--- config.mk ---
export PLATFORM = sky130hd
export DESIGN_NAME = alu_arbiter
export DESIGN_NICKNAME = d
export VERILOG_FILES = /design/src/rtl/alu_arbiter.sv
export SDC_FILE = /design/constraint.sdc
export NUM_CORES = 1
export LEC_CHECK = 0
export BUFFER_PORTS_ARGS = -buffer_cell sky130_fd_sc_hd__buf_2
export CAP_MARGIN = 0
export CORE_MARGIN = 8
export CORE_UTILIZATION = 35
export CTS_CLUSTER_SIZE = 20
export DETAILED_ROUTE_END_ITERATION = 8
export GPL_TIMING_DRIVEN = 1
export PLACE_DENSITY = 0.68
export SLEW_MARGIN = 20
export SYNTH_ARGS = -nofsm -noshare
export SYNTH_HDL_FRONTEND = slang
export SYNTH_SLANG_ARGS = --single-unit
--- constraint.sdc ---
create_clock -name clk -period 4.5 [get_ports clk]
set_clock_uncertainty 0.05 [all_clocks]
set_input_delay 0.225 -clock clk [delete_from_list [all_inputs] [get_ports clk]]
set_output_delay 0.225 -clock clk [all_outputs]
set_load 0.01 [all_outputs]
--- src/rtl/alu_arbiter.sv ---
`default_nettype none
// ============================================================================
// Module      : alu_arbiter
// Description : Round-robin sharing of one combinational ALU between two
//               valid/ready requesters, with multicycle hold and tagged response.
// Revision    : 1.0 - initial release
// ============================================================================
module alu_arbiter #(
    parameter int WIDTH   = 32,
    parameter int MUL_CYC = 2,
    parameter int DIV_CYC = 8
) (
    input  logic             clk,
    input  logic             rst,
    input  logic             req0_valid,
    output logic             req0_ready,
    input  logic [WIDTH-1:0] req0_op1,
    input  logic [WIDTH-1:0] req0_op2,
    input  logic [3:0]       req0_sel,
    input  logic             req1_valid,
    output logic             req1_ready,
    input  logic [WIDTH-1:0] req1_op1,
    input  logic [WIDTH-1:0] req1_op2,
    input  logic [3:0]       req1_sel,
    output logic [WIDTH-1:0] alu_op1,
    output logic [WIDTH-1:0] alu_op2,
    output logic [3:0]       alu_sel,
    input  logic [WIDTH-1:0] alu_res,
    input  logic             alu_z,
    output logic             rsp_valid,
    input  logic             rsp_ready,
    output logic             rsp_id,
    output logic [WIDTH-1:0] rsp_res,
    output logic             rsp_z,
    output logic             rsp_dz
);

    localparam logic [3:0] c_SEL_MUL  = 4'd2;
    localparam logic [3:0] c_SEL_DIV  = 4'd3;
    localparam logic [3:0] c_SEL_NOP  = 4'd7;
    localparam logic [7:0] c_MUL_LOAD = 8'(MUL_CYC - 1);
    localparam logic [7:0] c_DIV_LOAD = 8'(DIV_CYC - 1);

    typedef enum logic [1:0] {
        S_IDLE = 2'd0,
        S_EXEC = 2'd1,
        S_RESP = 2'd2
    } state_t;

    state_t           r_state;
    state_t           w_next;
    logic             r_last;
    logic             r_id;
    logic [7:0]       r_count;
    logic             r_dz;
    logic             r_nop;
    logic [WIDTH-1:0] r_alu_op1;
    logic [WIDTH-1:0] r_alu_op2;
    logic [3:0]       r_alu_sel;
    logic             r_rsp_valid;
    logic             r_rsp_id;
    logic [WIDTH-1:0] r_rsp_res;
    logic             r_rsp_z;
    logic             r_rsp_dz;

    logic             w_grant0;
    logic             w_grant1;
    logic             w_accept;
    logic             w_done;
    logic [WIDTH-1:0] w_op1_in;
    logic [WIDTH-1:0] w_op2_in;
    logic [3:0]       w_sel_in;
    logic             w_nop_in;
    logic [7:0]       w_cnt_load;

    // r_last==1 means requester 1 was served last, so requester 0 wins a tie
    assign w_grant0   = req0_valid & (~req1_valid | r_last);
    assign w_grant1   = req1_valid & ~w_grant0;
    assign req0_ready = (r_state == S_IDLE) & w_grant0;
    assign req1_ready = (r_state == S_IDLE) & w_grant1;
    assign w_accept   = req0_ready | req1_ready;

    assign w_op1_in   = w_grant1 ? req1_op1 : req0_op1;
    assign w_op2_in   = w_grant1 ? req1_op2 : req0_op2;
    assign w_sel_in   = w_grant1 ? req1_sel : req0_sel;
    assign w_nop_in   = (w_sel_in == c_SEL_NOP) | w_sel_in[3];
    assign w_cnt_load = w_nop_in                 ? 8'd0 :
                        (w_sel_in == c_SEL_MUL)  ? c_MUL_LOAD :
                        (w_sel_in == c_SEL_DIV)  ? c_DIV_LOAD : 8'd0;

    always_ff @(posedge clk) begin
        if (rst) r_state <= S_IDLE;
        else     r_state <= w_next;
    end

    always_comb begin
        w_next = r_state;
        w_done = 1'b0;
        case (r_state)
            S_IDLE: if (w_accept) w_next = S_EXEC;
            S_EXEC: if (r_count == 8'd0) begin
                w_done = 1'b1;
                w_next = S_RESP;
            end
            S_RESP: if (r_rsp_valid & rsp_ready) w_next = S_IDLE;
            default: w_next = S_IDLE;
        endcase
    end

    always_ff @(posedge clk) begin
        if (rst) begin
            r_last      <= 1'b1;
            r_id        <= 1'b0;
            r_count     <= 8'd0;
            r_dz        <= 1'b0;
            r_nop       <= 1'b0;
            r_alu_op1   <= '0;
            r_alu_op2   <= '0;
            r_alu_sel   <= c_SEL_NOP;
            r_rsp_valid <= 1'b0;
            r_rsp_id    <= 1'b0;
            r_rsp_res   <= '0;
            r_rsp_z     <= 1'b0;
            r_rsp_dz    <= 1'b0;
        end else if (w_accept) begin
            r_alu_op1 <= w_op1_in;
            r_alu_op2 <= w_op2_in;
            r_alu_sel <= w_sel_in;
            r_id      <= w_grant1;
            r_last    <= w_grant1;
            r_count   <= w_cnt_load;
            r_nop     <= w_nop_in;
            r_dz      <= (w_sel_in == c_SEL_DIV) & (w_op2_in == '0);
        end else if (r_state == S_EXEC) begin
            if (!w_done) begin
                r_count <= r_count - 8'd1;
            end else begin
                r_rsp_valid <= 1'b1;
                r_rsp_id    <= r_id;
                r_alu_sel   <= c_SEL_NOP;
                // Intercepted ops never look at the ALU outputs
                if (r_nop) begin
                    r_rsp_res <= '0;
                    r_rsp_z   <= 1'b0;
                    r_rsp_dz  <= 1'b0;
                end else if (r_dz) begin
                    r_rsp_res <= '1;
                    r_rsp_z   <= 1'b0;
                    r_rsp_dz  <= 1'b1;
                end else begin
                    r_rsp_res <= alu_res;
                    r_rsp_z   <= alu_z;
                    r_rsp_dz  <= 1'b0;
                end
            end
        end else if ((r_state == S_RESP) && rsp_ready) begin
            r_rsp_valid <= 1'b0;
        end
    end

    assign alu_op1   = r_alu_op1;
    assign alu_op2   = r_alu_op2;
    assign alu_sel   = r_alu_sel;
    assign rsp_valid = r_rsp_valid;
    assign rsp_id    = r_rsp_id;
    assign rsp_res   = r_rsp_res;
    assign rsp_z     = r_rsp_z;
    assign rsp_dz    = r_rsp_dz;

endmodule
`default_nettype wire

# Word level (Yosys, flattened, before mapping)
# Index checks and enable logic that the tools add are counted.
# classes
n_div	0
order_cmp	0
reduce_logical	12
n_bitwise	12
shifts	0
eq_ne	10
mul	0
muxes	27
n_addsub	1
# op_table
op	n
$mux 32	4
$logic_not 32->1	1
$mux 8	3
$mux 4	4
$ne 2x2->1 const B	5
$mux 1	9
$mux 3	3
$reduce_and 3->1	3
$eq 4x2->1 const B	2
$logic_not 8->1	1
$sub 8x1->8 const B	1
$and 1x1->1	6
$mux 2	3
$pmux 2 s3	1
$reduce_bool 2->1	3
$eq 4x3->1 const B	1
$reduce_and 2->1	2
$not 1->1	3
$or 1x1->1	3
$eq 2x1->1 const B	1
$eq 2x2->1 const B	1
$logic_not 2->1	1
$logic_and 1x1->1	1
# word_totals
mem_bits_rw	0
latchBits	0
output_inout_bits	106
word_cells	76
mem_bits_ro	0
regBits	118
in_bits	174
memories	0

# Longest topological paths before layout
# Gate-level depths: netlist of run 1.
# depth
word_depth	11
ltp_mapped	9
ltp_nobuf	7

# Worst setup path before layout of run 1
# Ideal clock, no wire load.
# synth_path
path_type	register to register
startpoint	reg r_count[2]
endpoint	reg r_rsp_res[23], in the netlist rsp_res[23]
slack_ns	2.338
setup_ns	0.128
path_stages_with_launch	8
n_path_buf	3
period_less_slack_ns	2.162
t_arrival_ns	1.984
required_ns	4.322
path_cell_list	dfxtp_1 -> or4_1 -> buf_2 -> or4_4 -> buf_6 -> clkbuf_1 -> a21oi_1 -> nor2_1
# synth_between
elab_chain_cells	4
# synth_rtl
element	line_no	text
start, declared	54	logic [7:0] r_count;
start signal, assigned	131	r_count <= w_cnt_load;
start signal, assigned	136	r_count <= r_count - 8'd1;
$logic_not 8->1	101	S_EXEC: if (r_count == 8'd0) begin
$mux 1	101	
$mux 1	99	case (r_state)
$reduce_and 3->1 (no line)	-	
end signal, assigned	151	r_rsp_res <= alu_res;
end, declared	62	logic [WIDTH-1:0] r_rsp_res;
# No other way between the ends.
# A chain may end at the register's enable or synchronous reset.

# Worst setup path in the final report of run 1
# layout_path
startpoint	reg r_state[1]
endpoint	reg r_alu_op1[2], in the netlist alu_op1[2]
# layout_between
elab_chain_cells	3
elab_cells_between_ends	4
cone_classes	bitwise: 3; reduce/logical: 1
# layout_rtl
element	line_no	text
start, declared	50	state_t r_state;
start signal, assigned	93	else r_state <= w_next;
$logic_not 2->1 *	79, 80	
$and 1x1->1 (on tied branches)	79, 80	
$or 1x1->1 *	81	assign w_accept = req0_ready | req1_ready;
end signal, assigned	126	r_alu_op1 <= w_op1_in;
end, declared	57	logic [WIDTH-1:0] r_alu_op1;
# Mark *: on every way between the ends. The rest lies on a longest branch, timed or not.

==> out/metrics.yaml, run 1 <==
run_status:
  outcome: "finished, final reports clean"
timing:
  setup_viol: 0
  hold_viol: 0
  max_freq_mhz: 391
  slew_viol_final: 0
  whs_ns: 0.0229
  post-route-period-util_pct: 56.8
  rsz0062_at_grt: "false"
  fin_crit_ns: 2.56
  tns_ns: 0
  tightest_slew_ns: 0.801
  relSlewSlack_pct: 46.6
logic_synthesis:
  synth.area.top_cells: "dfxtp_1 44%, a311oi_1 11%, nand2_1 11%"
  synth_ff_type: "dfxtp_1"
  ys_seq_area_share_pct: 44.4
  yosysTopAreaCell: "dfxtp_1"
  synth_top_area_share_pct: 44.4
  avgSynthCellArea_um2: 7.62
  async_flop_share_pct: 0
  synth_warnings: 0
  syn-instance-count: 698
  synth_edf_count: 0
  synth_nets: 874
  yosys_register_bits: 118
  syn_area_um2: 5320
  synth_cell_types: 44
critical_path:
  worst-setup-path-type: "register to register"
  crit_path_start_kind: "register"
  worstPathArrival_ns: 2.82
  crit_path_top_delay_cell: "buf_4"
  max_stage_delay_ns: 0.67
  crit_path_end_kind: "register"
  crit_fanout: 71
  path_cells: "nor2_1 -> o21a_4 -> buf_4 -> nor2_1 -> a311oi_1"
  required_ns: 4.76
  critPathMostFrequentCell: "nor2_1"
cells_and_area:
  area_delta_synth_final_pct: 38.1
  final_common_cell: "buf_2"
  final_nets: 1118
  drive_gt1_share_pct: 35.2
  fin_util_pct: 48.8
  stdcell_count: 1143
  layout_common_cells: "278 x buf_2, 149 x nand2_1, 144 x nor2_1"
power:
  combPwrFrac_pct: 39.9
  seq_power_share_pct: 33.3
  leakage_nw: 3.43
  p_int_mw: 2.96
  pwr_density_cell_nw_per_um2: 660
  clkPwrFrac_pct: 26.9
  netSwitchingPower_mw: 1.89
  irDropWorstVdd_v: 0.000338
  finalPower_mw: 4.84
  netSwitchingFraction_pct: 39.0
clock_tree:
  htreeDepth: 4
  path_clk_slew_ns: 0.06
  cts_setup_buffers: 0
  cts_sinks: 118
  clk_latency_ns: 0.41
  cts.path.max_buffers: 2
  cts-root-buf: "clkbuf_16"
  cts_resized: 0
  cts_tree: "done"
  cts_made_buffers: 17
die:
  die_y_um: 139
  core_um2: 15000
  die_w_um: 139
  ios: 280
  initial_utilization_pct: 35.4
  rows: 45
  dieArea_um2: 19400
routing:
  ant_nets: 0
  wire_per_inst_um: 17.0
  drc: 0
  drt_first_pass_iters: 4
  routed_wl_mm: 19.4
  dr_total_vias: 5783
  first_iter_violations: 222
  vias_per_cell: 5.06
global_routing:
  grt_pass1_wl_mm: 30.3
  grt_overflow: 0
  grt_max_degree: 75
  antenna_found_initial: 6
  grt_usage_pct: 19.4
  grt_pass1_vias: 5738
placement:
  dp.cells: 1110
  io_buffers: 279
  gp_routability_congestion: 0.809
  dp_hpwl_mm: 14.5
hold_path:
  worstHoldPathType: "input port to register"
job:
  maxCapViolations: 0
-- power groups by stage --
stage / Combinational, mW / Sequential, mW / Clock, mW
floorplan: 1.18 / 1.75 / 0
global placement: 1.93 / 1.62 / 0
detailed placement: 1.95 / 1.63 / 0
CTS: 1.96 / 1.61 / 1.33
global route: 2.17 / 1.66 / 1.38
finish: 1.93 / 1.61 / 1.30
-- routing by layer --
metal / share of wire (%) / GRT usage, %
met3: 11 / 9.51
met5: 0.32 / 0
met2: 46 / 31.2
met1: 41 / 21.9
met4: 1.8 / 7.11
-- final cells by class --
class | instances | area [µm²]
antenna | 3 | 7.51
clock buffer | 19 | 453
clock inverter | 10 | 108
fill | 1509 | 7690
inverter | 5 | 18.8
multi-input combinational | 514 | 2690
sequential | 118 | 2360
tap | 188 | 235
timing repair buffer | 286 | 1470
-- path summary, 6_finish.rpt --
path / start / end / slack (ns) / cells after the start
worst min-delay path: req1_op1[27] / alu_op1[27] / 0.02 / 3
worst max-delay path: r_state[1] / alu_op1[2] / 1.94 / 5
worst min register to register: rsp_id / rsp_id / 0.41 / 2
worst max register to register: r_state[1] / alu_op1[2] / 1.94 / 5
-- worst max-delay path, delay by kind of cell (launching register included) --
family / cells / cell delay, ns
flops: 1 / 0.34
compound gates: 2 / 0.95
simple gates: 2 / 0.38
buf+inv: 1 / 0.67
-- through the flow --
stage	instance area [µm²]	setup WS, ns
after floorplan	5320	2.34
after global placement	6770	2.09
after detailed placement	6770	1.98
after CTS	7340	1.95
after global routing	7340	1.72
final	7340	1.94
-- kinds of logic after synthesis --
logic type	count (synthesis)	synth area share, %
buf+inv	66	5.29
simple gates	371	30.4
compound gates	136	18.6
fa+ha+maj	2	0.471
mux	1	0.212
xor+xnor	4	0.659
flops	118	44.4
-- sequential cells by signal, indices dropped and copies added (netlist names), 2 cells and up --
register	cells
r_state	2
alu_op2	32
alu_sel	4
alu_op1	32
rsp_res	32
r_count	8
-- cell usage after synthesis, types with 2 or more instances --
master    count
a211oi_1      3
a21boi_0      2
a21oi_1      43
a311oi_1     66
a31oi_1       5
buf_1         9
buf_2         3
buf_6         4
clkbuf_1     45
dfxtp_1     118
ha_1          2
inv_1         5
nand2_1     149
nand2b_1      3
nand3_1       3
nand4_1       3
nor2_1      144
nor2b_1       3
nor3_1       32
nor3_2       13
nor4_1       11
nor4b_1       2
o21a_1        2
o21ai_0       5
or2_2         2
xnor2_1       3
-- repair_timing --
item | 4_1_cts | 5_1_grt
endpoints found under the hold margin | 1 | 0
endpoints found under the setup margin | 0 | 0
hold buffers | 1 | 0
No activity file was read; power rests on OpenSTA's default activity.
==> run 2, diff against run 1 <==
==> constraint.sdc (replaced) <==
create_clock -name clk -period 2.7 [get_ports clk]
set_clock_uncertainty 0.05 [all_clocks]
set_input_delay 0.135 -clock clk [delete_from_list [all_inputs] [get_ports clk]]
set_output_delay 0.135 -clock clk [all_outputs]
set_load 0.01 [all_outputs]
==> run 2 against run 1 <==
Net effect:
- critical path depth increased by 1
- clock-buffer cell count increased by 5
- register-to-register slack got worse by 1.8 ns
- combinational power increased by 110%
- clock power increased by 79%
- worst hold slack improved by 0.0037 ns
- sequential power increased by 66%
- global-route usage increased by 2.9 points
==> out/metrics.yaml, run 2 (synthesis gave the netlist of run 1 again) <==
clock_tree:
  cts_tree: "done"  # unchanged
  path_clk_slew_ns: 0.06  # about the same
  cts-root-buf: "clkbuf_16"  # unchanged
  cts_sinks: 118  # unchanged
  cts.path.max_buffers: 2  # unchanged
  htreeDepth: 4  # unchanged
  cts_resized: 0  # unchanged
  cts_setup_buffers: 0  # unchanged
  postCtsHoldBufs: 130  # was 1
  clk_latency_ns: 0.40  # was 0.41 ns
  cts_made_buffers: 17  # unchanged
global_routing:
  grt_overflow: 0  # unchanged
  grt_usage_pct: 22.3  # was 19.4%
  grt_max_degree: 138  # was 75
  antenna_found_initial: 7  # was 6
  grt_pass1_vias: 6711  # was 5738
  grt_pass1_wl_mm: 35.1  # was 30.3 mm
power:
  p_int_mw: 5.72  # was 2.96 mW
  combPwrFrac_pct: 44.9  # was 39.9%
  netSwitchingFraction_pct: 37.1  # was 39.0%
  pwr_density_cell_nw_per_um2: 1040  # was 660 nW/µm²
  finalPower_mw: 9.10  # was 4.84 mW
  leakage_nw: 4.14  # was 3.43 nW
  netSwitchingPower_mw: 3.38  # was 1.89 mW
  clkPwrFrac_pct: 25.7  # was 26.9%
  seq_power_share_pct: 29.4  # was 33.3%
  irDropWorstVdd_v: 0.000731  # was 0.000338 V
routing:
  vias_per_cell: 5.17  # was 5.06
  drt_first_pass_iters: 4  # unchanged
  routed_wl_mm: 22.4  # was 19.4 mm
  drc: 0  # unchanged
  ant_nets: 0  # unchanged
  wire_per_inst_um: 17.5  # was 17.0 µm
  dr_total_vias: 6614  # was 5783
  first_iter_violations: 342  # was 222
die:
  initial_utilization_pct: 35.4  # unchanged
  dieArea_um2: 19400  # unchanged
  rows: 45  # unchanged
  die_w_um: 139  # unchanged
  die_y_um: 139  # unchanged
  core_um2: 15000  # unchanged
  ios: 280  # unchanged
placement:
  placed_area_um2: 6850  # was 6770 µm²
  gp_routability_congestion: 0.828  # was 0.809
  dp_hpwl_mm: 14.8  # was 14.5 mm
  io_buffers: 279  # unchanged
  dp.cells: 1115  # was 1110
timing:
  post-route-period-util_pct: 95.2  # was 56.8%
  setup_viol: 0  # unchanged
  tns_ns: 0  # unchanged
  tightest_slew_ns: 0.788  # was 0.801 ns
  max_freq_mhz: 389  # was 391 MHz
  rsz0062_at_grt: "false"  # unchanged
  hold_viol: 0  # unchanged
  fin_crit_ns: 2.57  # was 2.56 ns
  relSlewSlack_pct: 47.4  # was 46.6%
  slew_viol_final: 0  # unchanged
cells_and_area:
  stdcell_count: 1280  # was 1143
  final_nets: 1252  # was 1118
  final_common_cell: "buf_2"  # unchanged
  design_area_um2: 8770  # was 7340 µm²
  drive_gt1_share_pct: 31.2  # was 35.2%
  area_delta_synth_final_pct: 65.0  # was 38.1%
  fin_util_pct: 58.4  # was 48.8%
  layout_common_cells: "278 x buf_2, 149 x nand2_1, 144 x nor2_1"  # unchanged
critical_path:
  crit_fanout: 137  # was 71
  crit_path_top_delay_cell: "dlygate4sd3_1"  # was buf_4
  path_cells: "nor2_1 -> o21a_4 -> buf_12 -> nor2_1 -> a311oi_1 -> dlygate4sd3_1"  # was nor2_1 -> o21a_4 -> buf_4 -> nor2_1 -> a311oi_1
  cp_num_buf_inv: 2  # was 1
  worst-setup-path-type: "register to register"  # unchanged
  max_stage_delay_ns: 0.59  # was 0.67 ns
  required_ns: 3.00  # was 4.76 ns
  worstPathArrival_ns: 2.87  # was 2.82 ns
  critPathMostFrequentCell: "nor2_1"  # unchanged
  crit_path_start_kind: "register"  # unchanged
  cpLargestDelayFamily: "buffers and inverters"  # was compound AO/OA/AOI/OAI gates
  crit_path_end_kind: "register"  # unchanged
job:
  maxCapViolations: 0  # unchanged
hold_path:
  worstHoldPathType: "input port to register"  # unchanged
run_status:
  outcome: "finished, final reports clean"  # unchanged
run 2: changes by cell type in the layout (fill, tap and decap cells not counted), sizes merged:
cell	delta
clkinv	-2
clkbuf	+5
clkinvlp	-1
bufinv	+1
buf	+5
dlygate4sd3	+129
run 2: worst reg2reg max path, stage by stage, from the launching register on:
cell and delay, ns:
dfxtp_1 0.36, nor2_1 0.31, o21a_4 0.21, buf_12 0.34
nor2_1 0.34, a311oi_1 0.32, dlygate4sd3_1 0.59
run 2: power groups by stage:
stage               registers, mW  logic [mW]  clock network [mW]
floorplan                    2.92        1.97                   0
global placement             2.68        3.38                   0
detailed placement           2.69        3.41                   0
CTS                          2.67        4.01                2.38
global route                 2.75        4.46                2.47
finish                       2.68        4.08                2.33
run 2: through the flow:
| stage | setup slack [ns] | hold slack, ns |
|---|---|---|
| 2_1_floorplan | 0.538 | 0.181 |
| 5_1_grt | 0.0517 | 0.0419 |
| 6_report | 0.130 | 0.0266 |
| 3_3_place_gp | 0.412 | 0.283 |
| 4_1_cts | 0.328 | 0.00244 |
| 3_5_place_dp | 0.367 | 0.296 |
run 2: metal layers:
metal	track usage (%)	wire, µm	vias up
met4	10.3	764	10
met1	24.2	8800	3013
met3	10.4	2410	63
li1	-	-	3196
met2	36.6	10300	332
met5	0	58	-
run 2: final cells by class:
class                   count  area (µm²)
clock buffers              24         492
repair buffers            420        2850
inverters                   5        18.8
diodes                      3        7.51
clock inverters             8         120
multi-input cells         514        2690
flip-flops and latches    118        2360
well taps                 188         235
fillers                  1293        6260
run 2: worst paths after layout:
check        startpoint           to  slack [ns]  cells after the start
min          req1_valid       r_last        0.03                      3
max          r_state[1]  alu_op2[25]        0.13                      6
max reg2reg  r_state[1]  alu_op2[25]        0.13                      6
min reg2reg       rsp_z        rsp_z        0.42                      2
